==> config.mk <==
export PLATFORM = sky130hd
export DESIGN_NAME = logic_unit_pipe
export DESIGN_NICKNAME = d
export VERILOG_FILES = /design/src/rtl/logic_unit_pipe.sv
export SDC_FILE = /design/constraint.sdc
export NUM_CORES = 1
export LEC_CHECK = 0
export BUFFER_PORTS_ARGS = -buffer_cell sky130_fd_sc_hd__buf_2
export CORE_MARGIN = 2
export CORE_UTILIZATION = 44
export DETAILED_ROUTE_END_ITERATION = 16
export PLACE_DENSITY_LB_ADDON = 0.08
export SYNTH_ARGS = -nofsm -noshare
export SYNTH_HDL_FRONTEND = slang
export SYNTH_SLANG_ARGS = --single-unit
==> constraint.sdc <==
create_clock -name clk -period 2.8 [get_ports clk]
set_input_delay 0.42 -clock clk [delete_from_list [all_inputs] [get_ports clk]]
set_output_delay 0.42 -clock clk [all_outputs]
set_load 0.01 [all_outputs]
==> src/rtl/logic_unit_pipe.sv <==
// logic_unit_pipe: two-stage bitwise logic unit with valid/ready handshaking
// on both sides, result flags and a saturating count of delivered results.
module logic_unit_pipe #(
  parameter int WIDTH = 8,
  parameter int CNT_W = 16
) (
  input  logic             clk,
  input  logic             rst,
  input  logic             in_valid,
  output logic             in_ready,
  input  logic [WIDTH-1:0] a,
  input  logic [WIDTH-1:0] b,
  input  logic [2:0]       op,
  output logic             out_valid,
  input  logic             out_ready,
  output logic [WIDTH-1:0] y,
  output logic [2:0]       flags,
  output logic [CNT_W-1:0] op_count
);

  typedef enum logic [2:0] {
    OP_AND  = 3'd0,
    OP_OR   = 3'd1,
    OP_NOTA = 3'd2,
    OP_NAND = 3'd3,
    OP_NOR  = 3'd4,
    OP_XOR  = 3'd5,
    OP_XNOR = 3'd6,
    OP_PASSB = 3'd7
  } op_e;

  localparam logic [CNT_W-1:0] CNT_MAX = {CNT_W{1'b1}};

  logic             s1_valid;
  logic [WIDTH-1:0] s1_a;
  logic [WIDTH-1:0] s1_b;
  logic [2:0]       s1_op;

  logic             s2_valid;
  logic [WIDTH-1:0] s2_y;
  logic [2:0]       s2_flags;

  logic             s1_load;
  logic             s2_load;
  logic             out_xfer;
  logic [WIDTH-1:0] calc_y;
  logic [2:0]       calc_flags;

  // Stage load decisions: a stage may advance when it is empty or its
  // contents leave this cycle; only out_ready feeds into in_ready.
  always_comb begin
    out_xfer = s2_valid & out_ready;
    s2_load  = ~s2_valid | out_ready;
    s1_load  = ~s1_valid | s2_load;
    in_ready = s1_load;
  end

  // Bitwise operation on the S1 operands plus the result flags.
  always_comb begin
    calc_y = '0;
    case (op_e'(s1_op))
      OP_AND:   calc_y = s1_a & s1_b;
      OP_OR:    calc_y = s1_a | s1_b;
      OP_NOTA:  calc_y = ~s1_a;
      OP_NAND:  calc_y = ~(s1_a & s1_b);
      OP_NOR:   calc_y = ~(s1_a | s1_b);
      OP_XOR:   calc_y = s1_a ^ s1_b;
      OP_XNOR:  calc_y = ~(s1_a ^ s1_b);
      OP_PASSB: calc_y = s1_b;
      default:  calc_y = '0;
    endcase
    calc_flags = {~|calc_y, &calc_y, ^calc_y};
  end

  // S1 register: captures operands only on an input transfer.
  always_ff @(posedge clk or posedge rst) begin
    if (rst) begin
      s1_valid <= 1'b0;
      s1_a     <= '0;
      s1_b     <= '0;
      s1_op    <= '0;
    end else if (s1_load) begin
      s1_valid <= in_valid;
      if (in_valid) begin
        s1_a  <= a;
        s1_b  <= b;
        s1_op <= op;
      end
    end
  end

  // S2 register: takes the computed result when S1 holds a valid op, so a
  // bubble clears the valid bit but leaves the last result in place.
  always_ff @(posedge clk or posedge rst) begin
    if (rst) begin
      s2_valid <= 1'b0;
      s2_y     <= '0;
      s2_flags <= 3'b100;
    end else if (s2_load) begin
      s2_valid <= s1_valid;
      if (s1_valid) begin
        s2_y     <= calc_y;
        s2_flags <= calc_flags;
      end
    end
  end

  // Saturating count of delivered results.
  always_ff @(posedge clk or posedge rst) begin
    if (rst) begin
      op_count <= '0;
    end else if (out_xfer && (op_count != CNT_MAX)) begin
      op_count <= op_count + CNT_W'(1);
    end
  end

  assign out_valid = s2_valid;
  assign y         = s2_y;
  assign flags     = s2_flags;

endmodule
== Yosys cells after proc, flatten, opt, wreduce, memory -nomap -nowiden ==
Index checks and enable logic that the tools add are counted.
Operators by class
  mux-type cells: 1
  bitwise logic cells: 12
  eq/ne operators: 8
  add/subtract/negate cells: 1
  reductions and logical operators: 8
Operator list (count)
  8-bit case mux with 8 select lines: 1
  8-bit NOT: 4
  16-bit by 1-bit adder with 16-bit output (second input constant): 1
  16-bit != test (second input constant): 1
  3-bit equality test (second input constant): 4
  8-bit bitwise AND: 1
  8-bit OR: 1
  8-bit AND reduction: 1
  8-bit OR reduction: 1
  8-bit XOR reduction: 1
  8-bit bitwise XOR: 1
  3-bit by 2-bit equality test with 1-bit output (second input constant): 2
  2-bit AND reduction: 2
  3-bit by 1-bit equality test with 1-bit output (second input constant): 1
  3-bit logical NOT: 1
  1-bit NOT: 2
  1-bit OR: 2
  1-bit bitwise AND: 1
  1-bit logical AND: 1
  1-bit logical NOT: 1
Word-level totals
  bits in registers: 48
  logic and storage cells: 38

== Longest topological paths before layout ==
  word-level depth: 5
  gate-level depth with buffers: 11
  mapped depth without buffers: 10

== Least setup slack after synthesis ==
No wires, ideal clock.
  path kind: flip-flop to flip-flop
  start point: reg s1_a[3]
  end point: reg s2_flags[0] (netlist: flags[0])
  buffers on the path: 0
  setup slack: 510 ps
  library setup time: 128 ps
  cell stages (with the launch flop): 10
  data arrival time: 2162 ps
  clock period less this slack: 2290 ps
  cell sequence: dfrtp_1 -> inv_1 -> ha_1 -> mux4_1 -> a211oi_2 -> inv_1 -> ha_1 -> xnor2_1 -> xnor2_1 -> o21ai_0
Between the ends
  cells in the longest elaborated chain, start to end: 4
  elaborated cells between the ends (all ways): 9
Ends and longest elaborated chain
  start: declaration: RTL line 35  | logic [WIDTH-1:0] s1_a;
  start signal: assignment: RTL line 79  | s1_a <= '0;
  start signal: assignment: RTL line 85  | s1_a <= a;
  8-bit bitwise XOR, or another cell as far along: RTL line 67, 68
  8-bit NOT, on equally long branches: RTL line 68, 65, 66
  8-bit case mux with 8 select lines *: RTL line 61  | case (op_e'(s1_op))
  named net calc_y[3]: RTL line 46  | logic [WIDTH-1:0] calc_y;
  8-bit XOR reduction *: RTL line 72  | calc_flags = {~|calc_y, &calc_y, ^calc_y};
  end signal: assignment: RTL line 103  | s2_flags <= calc_flags;
  end: declaration: RTL line 41  | logic [2:0] s2_flags;
Mark *: on every way through the listed nets, which the timed path passes. The rest lies on a longest branch.
A chain may end at the register's enable or synchronous reset.

== Worst setup path in the final report ==
Ends and elaborated chain as after synthesis.

==> flow_metrics.py <==
metrics = {
    "placed_design": {
        "place_area_um2": 3440,
        "dp.cells": 438,
        "pre_cts_slack_ns": 0.369,
        "io_buffers": 51,
        "dpl.hpwl_mm": 4.43,
        "routabilityCongestion": 0.769,
    },
    "drt": {
        "first_pass_iters": 4,
        "wl_met3_um": 188,
        "ant_nets": 0,
        "vias_per_cell": 5.06,
        "wl_per_cell_um": 13.2,
        "via_count": 2255,
        "routed_wl_mm": 5.89,
        "wl_met1_mm": 3.11,
        "highest_layer": "met4",
        "drcViolationCount": 0,
        "dr_wl_met2_mm": 2.56,
        "drtIter0Drc": 74,
    },
    "finish": {
        "design_area_um2": 3540,
        "fin_cells": 446,
        "utilization_pct": 52.1,
        "antenna_cells": 0,
        "syn2layout_area_growth_pct": 14.7,
        "drive_gt1_share_pct": 32.3,
        "fillCellCount": 652,
        "layout.nets": 397,
    },
    "timing": {
        "fin_worst_skew_ns": 0.00627,
        "rsz0062_at_grt": "no",
        "setup_ws_ns": 0.388,
        "slew_headroom_pct": 69.1,
        "hold_ws_ns": 0.0469,
        "hold_viol": 0,
        "worstMarginPinSlew_ns": 0.464,
        "fin_tns_setup_ns": 0,
        "setup_viol": 0,
        "min_period_over_period_pct": 86.1,
        "finalCriticalPeriod_ns": 2.41,
        "maxSlewViolCount": 0,
        "max_freq_ghz": 0.415,
    },
    "floorplan": {
        "chipHeight_um": 87.8,
        "dieArea_um2": 7700,
        "start_util_pct": 45.4,
        "core_um2": 6790,
        "io_pins": 52,
        "rows": 30,
        "die_w_um": 87.8,
    },
    "clocking": {
        "cts_root_buf": "clkbuf_8",
        "clkSinkCount": 48,
        "path_clk_slew_ns": 0.09,
        "cts-htree-levels": 2,
        "clock_latency_ns": 0.30,
        "cts_tree": "yes",
        "ctsLongestPathBuffers": 2,
        "postCtsResizedCells": 0,
        "hold_buffers": 0,
        "cts_buffers": 5,
        "post-cts-setup-buffers": 0,
    },
    "logic_synthesis": {
        "syn-cell-area_um2": 3090,
        "synth_xor_xnor_area_share_pct": 3.40,
        "yosysMostFrequentCell": "dfrtp_1",
        "syn_nets": 345,
        "synthMuxAreaShare_pct": 14.0,
        "synth_area_leaders": "dfrtp_1 38%, mux2_2 11%, ha_1 10%",
        "synth_compound_area_share_pct": 12.2,
        "synth_fa_ha_area_share_pct": 10.1,
        "synthTopCellsByCount": "47 x dfrtp_1, 31 x mux2_2, 29 x inv_1, 25 x ha_1, 19 x nand2_1",
        "synth-seq-cells": 48,
        "synthFlopType": "dfrtp_1",
        "yosys.area_share.simple_pct": 14.9,
        "synth_top_family_by_area": "simple AND/OR/NAND/NOR gates",
        "synth_cell_type_count": 50,
        "yosysTopAreaCell": "dfrtp_1",
        "yosys_warnings": 0,
        "syn_avg_cell_area_um2": 10.4,
        "synth_seq_area_share_pct": 39.0,
        "synth_edf_count": 0,
        "synth_top_area_share_pct": 38.1,
        "netlist_instances": 297,
        "ys_async_sr_fraction_pct": 100,
    },
    "setup_path": {
        "crit_fanout": 4,
        "crit_type": "flop to flop",
        "cp_cell_sequence": "inv_1 > ha_1 > mux4_1 > a211oi_2 > inv_1 > ha_1 > xnor2_1 > xnor2_1 > o21ai_0",
        "start_kind": "flop",
        "critPathRequiredTime_ns": 2.98,
        "crit_slowest_cell": "mux4_1",
        "arrival_ns": 2.59,
        "end_kind": "flop",
        "slowest_delay_ns": 0.52,
    },
    "pwr": {
        "power_mw": 2.44,
        "p_switching_mw": 0.857,
        "p_int_mw": 1.59,
        "swShare_pct": 35.1,
        "clockPowerShare_pct": 18.5,
        "pwr-share-seq_pct": 41.1,
        "pwr-share-comb_pct": 40.4,
        "powerDensity_nw_per_um2": 690,
        "peakVddDrop_mv": 0.363,
        "total_leakage_power_nw": 1.68,
    },
    "global_route": {
        "grt_max_degree": 37,
        "grt_pass1_wl_mm": 10.1,
        "grt_remaining_overflow": 0,
        "antenna_found_initial": 0,
        "grt_pass1_vias": 2129,
        "grt_usage_pct": 16.6,
    },
    "flow_run": {
        "drv_cap": 0,
    },
    "hold_path": {
        "hold_class": "input port to asynchronous set/reset pin",
    },
    "run_status": {
        "status": "finished, final reports clean",
    },
}
==> logic make-up after synthesis <==
| family | Yosys count |
|---|---|
| AO/OA/AOI/OAI | 47 |
| adder cells (fa/ha/maj) | 25 |
| multiplexers | 36 |
| buffers and inverters | 44 |
| AND/OR/NAND/NOR | 85 |
| XOR/XNOR | 12 |
| flip-flops | 48 |
==> worst paths after layout <==
check / depth (start not counted) / startpoint / to / slack [ns]
worst min register to register: 2 / flags[2] / flags[2] / 0.48
worst max-delay path: 9 / s1_a[3] / flags[0] / 0.39
worst min-delay path: 2 / rst / op_count[14] / 0.05
min in group clk: 2 / in_valid / s1_valid / 0.33
max in group asynchronous: 3 / rst / flags[2] / 1.98
worst max register to register: 9 / s1_a[3] / flags[0] / 0.39
==> layout by cell type (no fill, tap or decap), types with 2 or more instances in the layout <==
cell	instances
a21o_1	3
o2111a_1	2
mux2_2	31
o211ai_1	5
a21oi_1	5
a222oi_1	3
nand4_1	8
a41oi_1	2
a31oi_2	2
and3_1	3
nand2b_1	11
nor2_1	15
and2_1	9
dfrtp_1	47
nand2_1	19
ha_1	25
o21ai_0	8
inv_1	28
buf_4	9
nor2b_1	4
buf_2	51
and4_1	2
nand3_1	7
mux2_4	3
xnor2_1	12
clkbuf_8	7
a32o_1	3
a31oi_1	2
o22a_2	3
==> state kept, by name (all words and copies together), names as in the netlist <==
name       cells
op_count      16
s1_op          3
s1_valid       1
out_valid      1
flags          3
s1_b           8
s1_a           8
y              8
==> routing by layer <==
layer / vias up / GRT usage (%)
met3: 4 / 3.86
met1: 1071 / 24.6
li1: 1145 / -
met4: 0 / 2.52
met5: - / 0
met2: 35 / 25.3
==> power by group through the flow <==
stage | clock network [mW] | registers, mW | logic [mW]
final | 0.451 | 1.00 | 0.988
after global routing | 0.502 | 1.03 | 1.12
after CTS | 0.471 | 1.01 | 1.00
after detailed placement | 0 | 1.02 | 0.999
after global placement | 0 | 1.02 | 0.985
after floorplan | 0 | 1.03 | 0.694
==> critical path, delay by kind of cell, from the launching register on <==
family	cells	cell delay, ns
compound gates	2	0.38
xor+xnor	2	0.31
fa+ha+maj	2	0.57
buf+inv	2	0.12
flops	1	0.38
mux	1	0.52
==> area by class of cell <==
class / instances / area, µm² / area share [%]
timing repair buffer: 60 / 323 / 9.12
multi-input combinational: 205 / 1690 / 47.6
tap: 96 / 120 / 3.39
clock buffer: 8 / 100 / 2.83
sequential: 48 / 1200 / 34.0
inverter: 29 / 109 / 3.08
Note: power is estimated with default switching activity, not from simulation.
